`src/rtl/axis_padder_pkg.sv`:
```
// Shared types and width helpers for the AXIS packet padder and its counters.
package axis_padder_pkg;

  typedef enum logic {
    PASS = 1'b0,
    PAD  = 1'b1
  } state_e;

  // Bits needed to hold 0..max_val; never less than one bit.
  function automatic int ctr_width(input int max_val);
    return (max_val < 1) ? 1 : $clog2(max_val + 1);
  endfunction

  function automatic int beat_ctr_width(input int min_beats);
    return ctr_width(min_beats);
  endfunction

endpackage

```
`src/rtl/mod_counter.sv`:
```
// Modulo-MODULUS counter with enable and synchronous clear; wrap_o flags the
// enabled step that returns the count to zero.
module mod_counter
  import axis_padder_pkg::*;
#(
  parameter int  MODULUS = 4,
  localparam int W       = ctr_width(MODULUS - 1)
) (
  input  logic         clk,
  input  logic         rst_n,
  input  logic         en_i,
  input  logic         clr_i,
  output logic         wrap_o,
  output logic [W-1:0] value_o
);

  localparam logic [W-1:0] LAST = W'(MODULUS - 1);

  logic [W-1:0] value_q, value_d;

  assign wrap_o  = en_i && (value_q == LAST);
  assign value_o = value_q;

  always_comb begin
    value_d = value_q;
    if (clr_i) begin
      value_d = '0;
    end else if (en_i) begin
      value_d = (value_q == LAST) ? '0 : value_q + W'(1);
    end
  end

  // NOTE: sequential state uses non-blocking assignments so every flop samples
  // pre-edge values regardless of block ordering.
  always_ff @(posedge clk or negedge rst_n) begin
    if (!rst_n) value_q <= '0;
    else        value_q <= value_d;
  end

endmodule

```
`src/rtl/axis_packet_padder.sv`:
```
// Pads AXIS packets with fill beats to at least MIN_BEATS and a multiple of
// ALIGN_BEATS. Optional fill statistics: define AXIS_PACKET_PADDER_STATS_EN.
module axis_packet_padder
  import axis_padder_pkg::*;
#(
  parameter int         AXIS_BYTES  = 1,
  parameter int         MIN_BEATS   = 60,
  parameter int         ALIGN_BEATS = 4,
  parameter logic [7:0] PAD_BYTE    = 8'h00
) (
  input  logic                    clk,
  input  logic                    sresetn,
  output logic                    axis_i_tready,
  input  logic                    axis_i_tvalid,
  input  logic                    axis_i_tlast,
  input  logic [AXIS_BYTES*8-1:0] axis_i_tdata,
  input  logic                    axis_o_tready,
  output logic                    axis_o_tvalid,
  output logic                    axis_o_tlast,
  output logic [AXIS_BYTES*8-1:0] axis_o_tdata
`ifdef AXIS_PACKET_PADDER_STATS_EN
  ,
  output logic [31:0]             pad_pkt_count,
  output logic [31:0]             pad_beat_count
`endif
);

  localparam int                    BW         = beat_ctr_width(MIN_BEATS);
  localparam int                    AW         = ctr_width(ALIGN_BEATS - 1);
  localparam logic [BW-1:0]         MIN_CNT    = BW'(MIN_BEATS);
  localparam logic [AW-1:0]         ALIGN_LAST = AW'(ALIGN_BEATS - 1);
  localparam logic [AXIS_BYTES*8-1:0] PAD_WORD = {AXIS_BYTES{PAD_BYTE}};

  if (ALIGN_BEATS < 1) begin : g_bad_align
    $error("axis_packet_padder: ALIGN_BEATS must be >= 1");
  end
  if (AXIS_BYTES < 1) begin : g_bad_bytes
    $error("axis_packet_padder: AXIS_BYTES must be >= 1");
  end

  state_e        state_q, state_d;
  logic [BW-1:0] beat_q, beat_d, beat_inc;
  logic [AW-1:0] align_val;
  logic          align_wrap_unused;
  logic          in_pad, xfer, below_min, need_pad, adv, clr;

  assign in_pad   = (state_q == PAD);
  assign xfer     = (in_pad || axis_i_tvalid) && axis_o_tready;
  assign beat_inc = (beat_q == MIN_CNT) ? beat_q : beat_q + BW'(1);

  // need_pad looks at the counters as they will be after this beat transfers.
  if (MIN_BEATS > 1) begin : g_min
    assign below_min = (beat_inc < MIN_CNT);
  end else begin : g_no_min
    assign below_min = 1'b0;
  end
  assign need_pad = below_min || (align_val != ALIGN_LAST);

  mod_counter #(
    .MODULUS (ALIGN_BEATS)
  ) u_align_ctr (
    .clk     (clk),
    .rst_n   (sresetn),
    .en_i    (adv),
    .clr_i   (clr),
    .wrap_o  (align_wrap_unused),
    .value_o (align_val)
  );

  // NOTE: every output of this block gets a default first, so no path through
  // the case statement can infer a latch.
  always_comb begin
    state_d       = state_q;
    beat_d        = beat_q;
    adv           = 1'b0;
    clr           = 1'b0;
    axis_o_tdata  = axis_i_tdata;
    axis_o_tvalid = axis_i_tvalid;
    axis_o_tlast  = axis_i_tlast && !need_pad;
    axis_i_tready = axis_o_tready;

    unique case (state_q)
      PASS: begin
        if (xfer) begin
          if (axis_i_tlast && !need_pad) begin
            clr = 1'b1;
          end else begin
            adv = 1'b1;
            if (axis_i_tlast) state_d = PAD;
          end
        end
      end
      PAD: begin
        axis_i_tready = 1'b0;
        axis_o_tvalid = 1'b1;
        axis_o_tdata  = PAD_WORD;
        axis_o_tlast  = !need_pad;
        if (xfer) begin
          if (!need_pad) begin
            clr     = 1'b1;
            state_d = PASS;
          end else begin
            adv = 1'b1;
          end
        end
      end
      default: state_d = PASS;
    endcase

    if (clr)      beat_d = '0;
    else if (adv) beat_d = beat_inc;
  end

  always_ff @(posedge clk or negedge sresetn) begin
    if (!sresetn) begin
      state_q <= PASS;
      beat_q  <= '0;
    end else begin
      state_q <= state_d;
      beat_q  <= beat_d;
    end
  end

`ifdef AXIS_PACKET_PADDER_STATS_EN
  logic [31:0] pad_pkt_q, pad_beat_q;

  always_ff @(posedge clk or negedge sresetn) begin
    if (!sresetn) begin
      pad_pkt_q  <= '0;
      pad_beat_q <= '0;
    end else begin
      if (!in_pad && state_d == PAD) pad_pkt_q  <= pad_pkt_q + 32'd1;
      if (in_pad && xfer)            pad_beat_q <= pad_beat_q + 32'd1;
    end
  end

  assign pad_pkt_count  = pad_pkt_q;
  assign pad_beat_count = pad_beat_q;
`endif

endmodule

```
`config.mk`:
```
export PLATFORM = sky130hd
export DESIGN_NAME = axis_packet_padder
export DESIGN_NICKNAME = d
export VERILOG_FILES = /design/src/rtl/axis_padder_pkg.sv /design/src/rtl/mod_counter.sv /design/src/rtl/axis_packet_padder.sv
export SDC_FILE = /design/constraint.sdc
export NUM_CORES = 1
export LEC_CHECK = 0
export ABC_CLOCK_PERIOD_IN_PS = 5600
export CAP_MARGIN = 20
export CORE_MARGIN = 2
export CORE_UTILIZATION = 30
export DETAILED_ROUTE_END_ITERATION = 6
export DONT_BUFFER_PORTS = 1
export GPL_TIMING_DRIVEN = 1
export PLACE_DENSITY = 0.45
export RECOVER_POWER = 100
export SYNTH_ARGS = -nofsm -noshare
export SYNTH_HDL_FRONTEND = slang
export SYNTH_SLANG_ARGS = --single-unit
```
`constraint.sdc`:
```
create_clock -name clk -period 5.6 [get_ports clk]
set_input_delay 0.56 -clock clk [delete_from_list [all_inputs] [get_ports clk]]
set_output_delay 0.56 -clock clk [all_outputs]
set_load 0.02 [all_outputs]
```
==> impl_metrics.py <==
metrics = {
    "status": {
        "outcome": "completed",
    },
    "worst_setup_path": {
        "r2r_cells": 5,
        "path_max_fanout": 8,
        "r2r_end": "beat_q[2]$_DFFE_PN0P_",
        "critPathLaunchType": "register",
        "crit_type": "reg -> out",
        "rrSetupSlack_ns": 3.05,
        "end_kind": "output port",
        "crit_slowest_cell": "nor4_1",
        "r2r_start": "beat_q[1]$_DFFE_PN0P_",
        "arrival_ns": 3.04,
        "required_ns": 5.04,
        "crit_chain": "ha_1, a31oi_1, a41o_1, nor4_1, nor3b_1",
        "max_stage_delay_ns": 1.03,
    },
    "cells_and_area": {
        "syn_to_final_growth_pct": 3.49,
        "diodes": 0,
        "area.sequential_um2": 225,
        "finalNetCount": 91,
        "final_layout_size_suffix_gt1_share_pct": 8.11,
        "num-fill-cells": 246,
        "final_cell_count_no_fill": 102,
        "multi_input_area_um2": 397,
    },
    "timing": {
        "setup_ws_ns": 2.00,
        "fin_hold_ws_ns": 0.512,
        "fmax_mhz": 278,
        "finalClockSkew_ns": 0.00389,
        "slew_viol_final": 0,
        "rsz0062_at_grt": "false",
        "worstMarginPinSlew_ns": 1.21,
        "slew_headroom_pct": 18.3,
        "fin_tns_setup_ns": 0,
        "hold_viol": 0,
        "post-route-min-period_ns": 3.60,
        "finalSetupViolations": 0,
        "period_share_pct": 64.2,
    },
    "global_routing": {
        "grt_max_degree": 15,
        "grt_overflow": 0,
        "grt_pass1_wl_mm": 2.04,
        "grt_pass1_vias": 438,
        "grt_use_total_pct": 10.4,
        "antenna_found_initial": 0,
    },
    "detailed_routing": {
        "detail_route.wl_per_cell_um": 13.8,
        "first_pass_iters": 4,
        "routed_wl_mm": 1.40,
        "drc": 0,
        "vias": 552,
        "vias_per_cell": 5.41,
        "drt_iter0_markers": 12,
        "ant_nets": 0,
    },
    "cts": {
        "cts_resized": 0,
        "clk_pin_slew_worst_paths_ns": 0.06,
        "numCtsBuffers": 3,
        "cts_max_level": 1,
        "cts_buffer_depth": 2,
        "clock-sinks": 9,
        "root_buffer": "clkbuf_4",
        "cts_setup_buffers": 0,
        "cts_tree": "yes",
        "clock_latency_ns": 0.25,
        "hold_buffers": 1,
    },
    "yosys": {
        "netlist_instances": 72,
        "synth_cell_type_count": 35,
        "async_flop_share_pct": 100,
        "synth_top_cell_by_area": "dfrtp_1",
        "synth_edf_count": 0,
        "ys_top_cells_by_area": "dfrtp_1, nor2b_1, ha_1",
        "yosys_warnings": 0,
        "syn_area_um2": 681,
        "synth.avg_cell_area_um2": 9.45,
        "synthTopCellsByCount": "dfrtp_1, nor2b_1, a21oi_1",
        "ys_ff_latch": 9,
        "ys_seq_area_share_pct": 33.1,
        "syn_nets": 88,
        "synth_top_area_share_pct": 33.1,
        "synth_flop_cell": "dfrtp_1",
    },
    "pwr": {
        "peakVddDrop_v": 0.000149,
        "leakage_nw": 0.287,
        "power_density_nw_per_um2": 482,
        "power.total_mw": 0.339,
    },
    "floorplan": {
        "fp.dieW_um": 51.6,
        "rows": 17,
        "die-area_um2": 2670,
        "io_pins": 24,
        "start_util_pct": 31.4,
        "die_y_um": 51.6,
        "coreArea_um2": 2170,
    },
    "worst_hold_path": {
        "hold_end": "in_pad$_DFF_PN0_",
        "hold_class": "in -> reg",
        "whs_path_depth": 2,
        "min_from": "axis_i_tlast",
    },
    "placed_design": {
        "dp.cells": 97,
        "place_ws_ns": 3.00,
        "portBuffers": 0,
        "gp_congestion": 0.712,
        "dp_hpwl_mm": 1.06,
    },
    "run": {
        "max_cap_violations": 0,
    },
}
[worst max path at each step]
stage | start | to | slack [ns] | cells past startpoint
global placement | beat_q[0]$_DFFE_PN0P_ | axis_o_tlast | 3.05 | 6
CTS | beat_q[0]$_DFFE_PN0P_ | axis_o_tlast | 2.70 | 6
detailed placement | beat_q[0]$_DFFE_PN0P_ | axis_o_tlast | 3.00 | 6
global route | beat_q[1]$_DFFE_PN0P_ | axis_o_tlast | 1.85 | 5
finish | beat_q[1]$_DFFE_PN0P_ | axis_o_tlast | 2.00 | 5
floorplan | beat_q[0]$_DFFE_PN0P_ | axis_o_tlast | 3.22 | 6
[per-layer routing]
| metal | part of all wire, % | vias to the layer above | wire [µm] | GRT usage, % |
|---|---|---|---|---|
| li1 | - | 272 | - | - |
| met3 | 5.5 | 2 | 77 | 1.72 |
| met1 | 50 | 255 | 702 | 14.7 |
| met4 | 0.64 | 0 | 9 | 6.58 |
| met2 | 44 | 23 | 614 | 14.3 |
| met5 | 0 | - | 0 | 0 |
[where the power goes]
part	internal [mW]	switching (mW)
logic	0.0672	0.0815
registers	0.0950	0.0465
clock network	0.0274	0.0216
[stage by stage]
step / instance area [µm²] / utilization, %
after floorplan: 681 / -
after global placement: 693 / 31.9
after detailed placement: 693 / 31.9
after CTS: 729 / 33.6
after global routing: 704 / 32.5
final: 704 / 32.5
[final cells by class]
cell class	count	share of cell area (%)
clock buffer	4	3.73
inverter	3	1.60
multi-input combinational	57	56.3
sequential	9	32.0
tap	28	4.97
timing repair buffer	1	1.42
[sequential cells by signal, indices dropped and copies added, names as in the netlist]
register             cells
beat_q                   6
in_pad                   1
u_align_ctr.value_o      2
[cell families after synthesis]
group	after synthesis	synth area share, %
xor gates and xnor gates	1	1.29
AOI/OAI and AO/OA	21	21.5
buffers and inverters	6	4.96
muxes	3	4.41
and+or+nand+nor	29	29.2
adders and majority gates	3	5.52
DFF	9	33.1
[cells in the final DEF, fill, tap and decap left out, types with 3 or more instances in the layout]
cell type,n
dfrtp_1,9
inv_1,3
ha_1,3
nor3_1,3
nor2b_1,9
mux2i_1,3
a21oi_1,7
nand2_1,5
clkbuf_4,3
[worst max-delay path, delay by kind of cell, from the launching register on]
kind                       cells  cell delay [ns]
AOI/OAI and AO/OA              2             0.37
adders and majority gates      1             0.30
and+or+nand+nor                2             1.69
DFF                            1             0.43
Power figures use the tool's default switching activity.
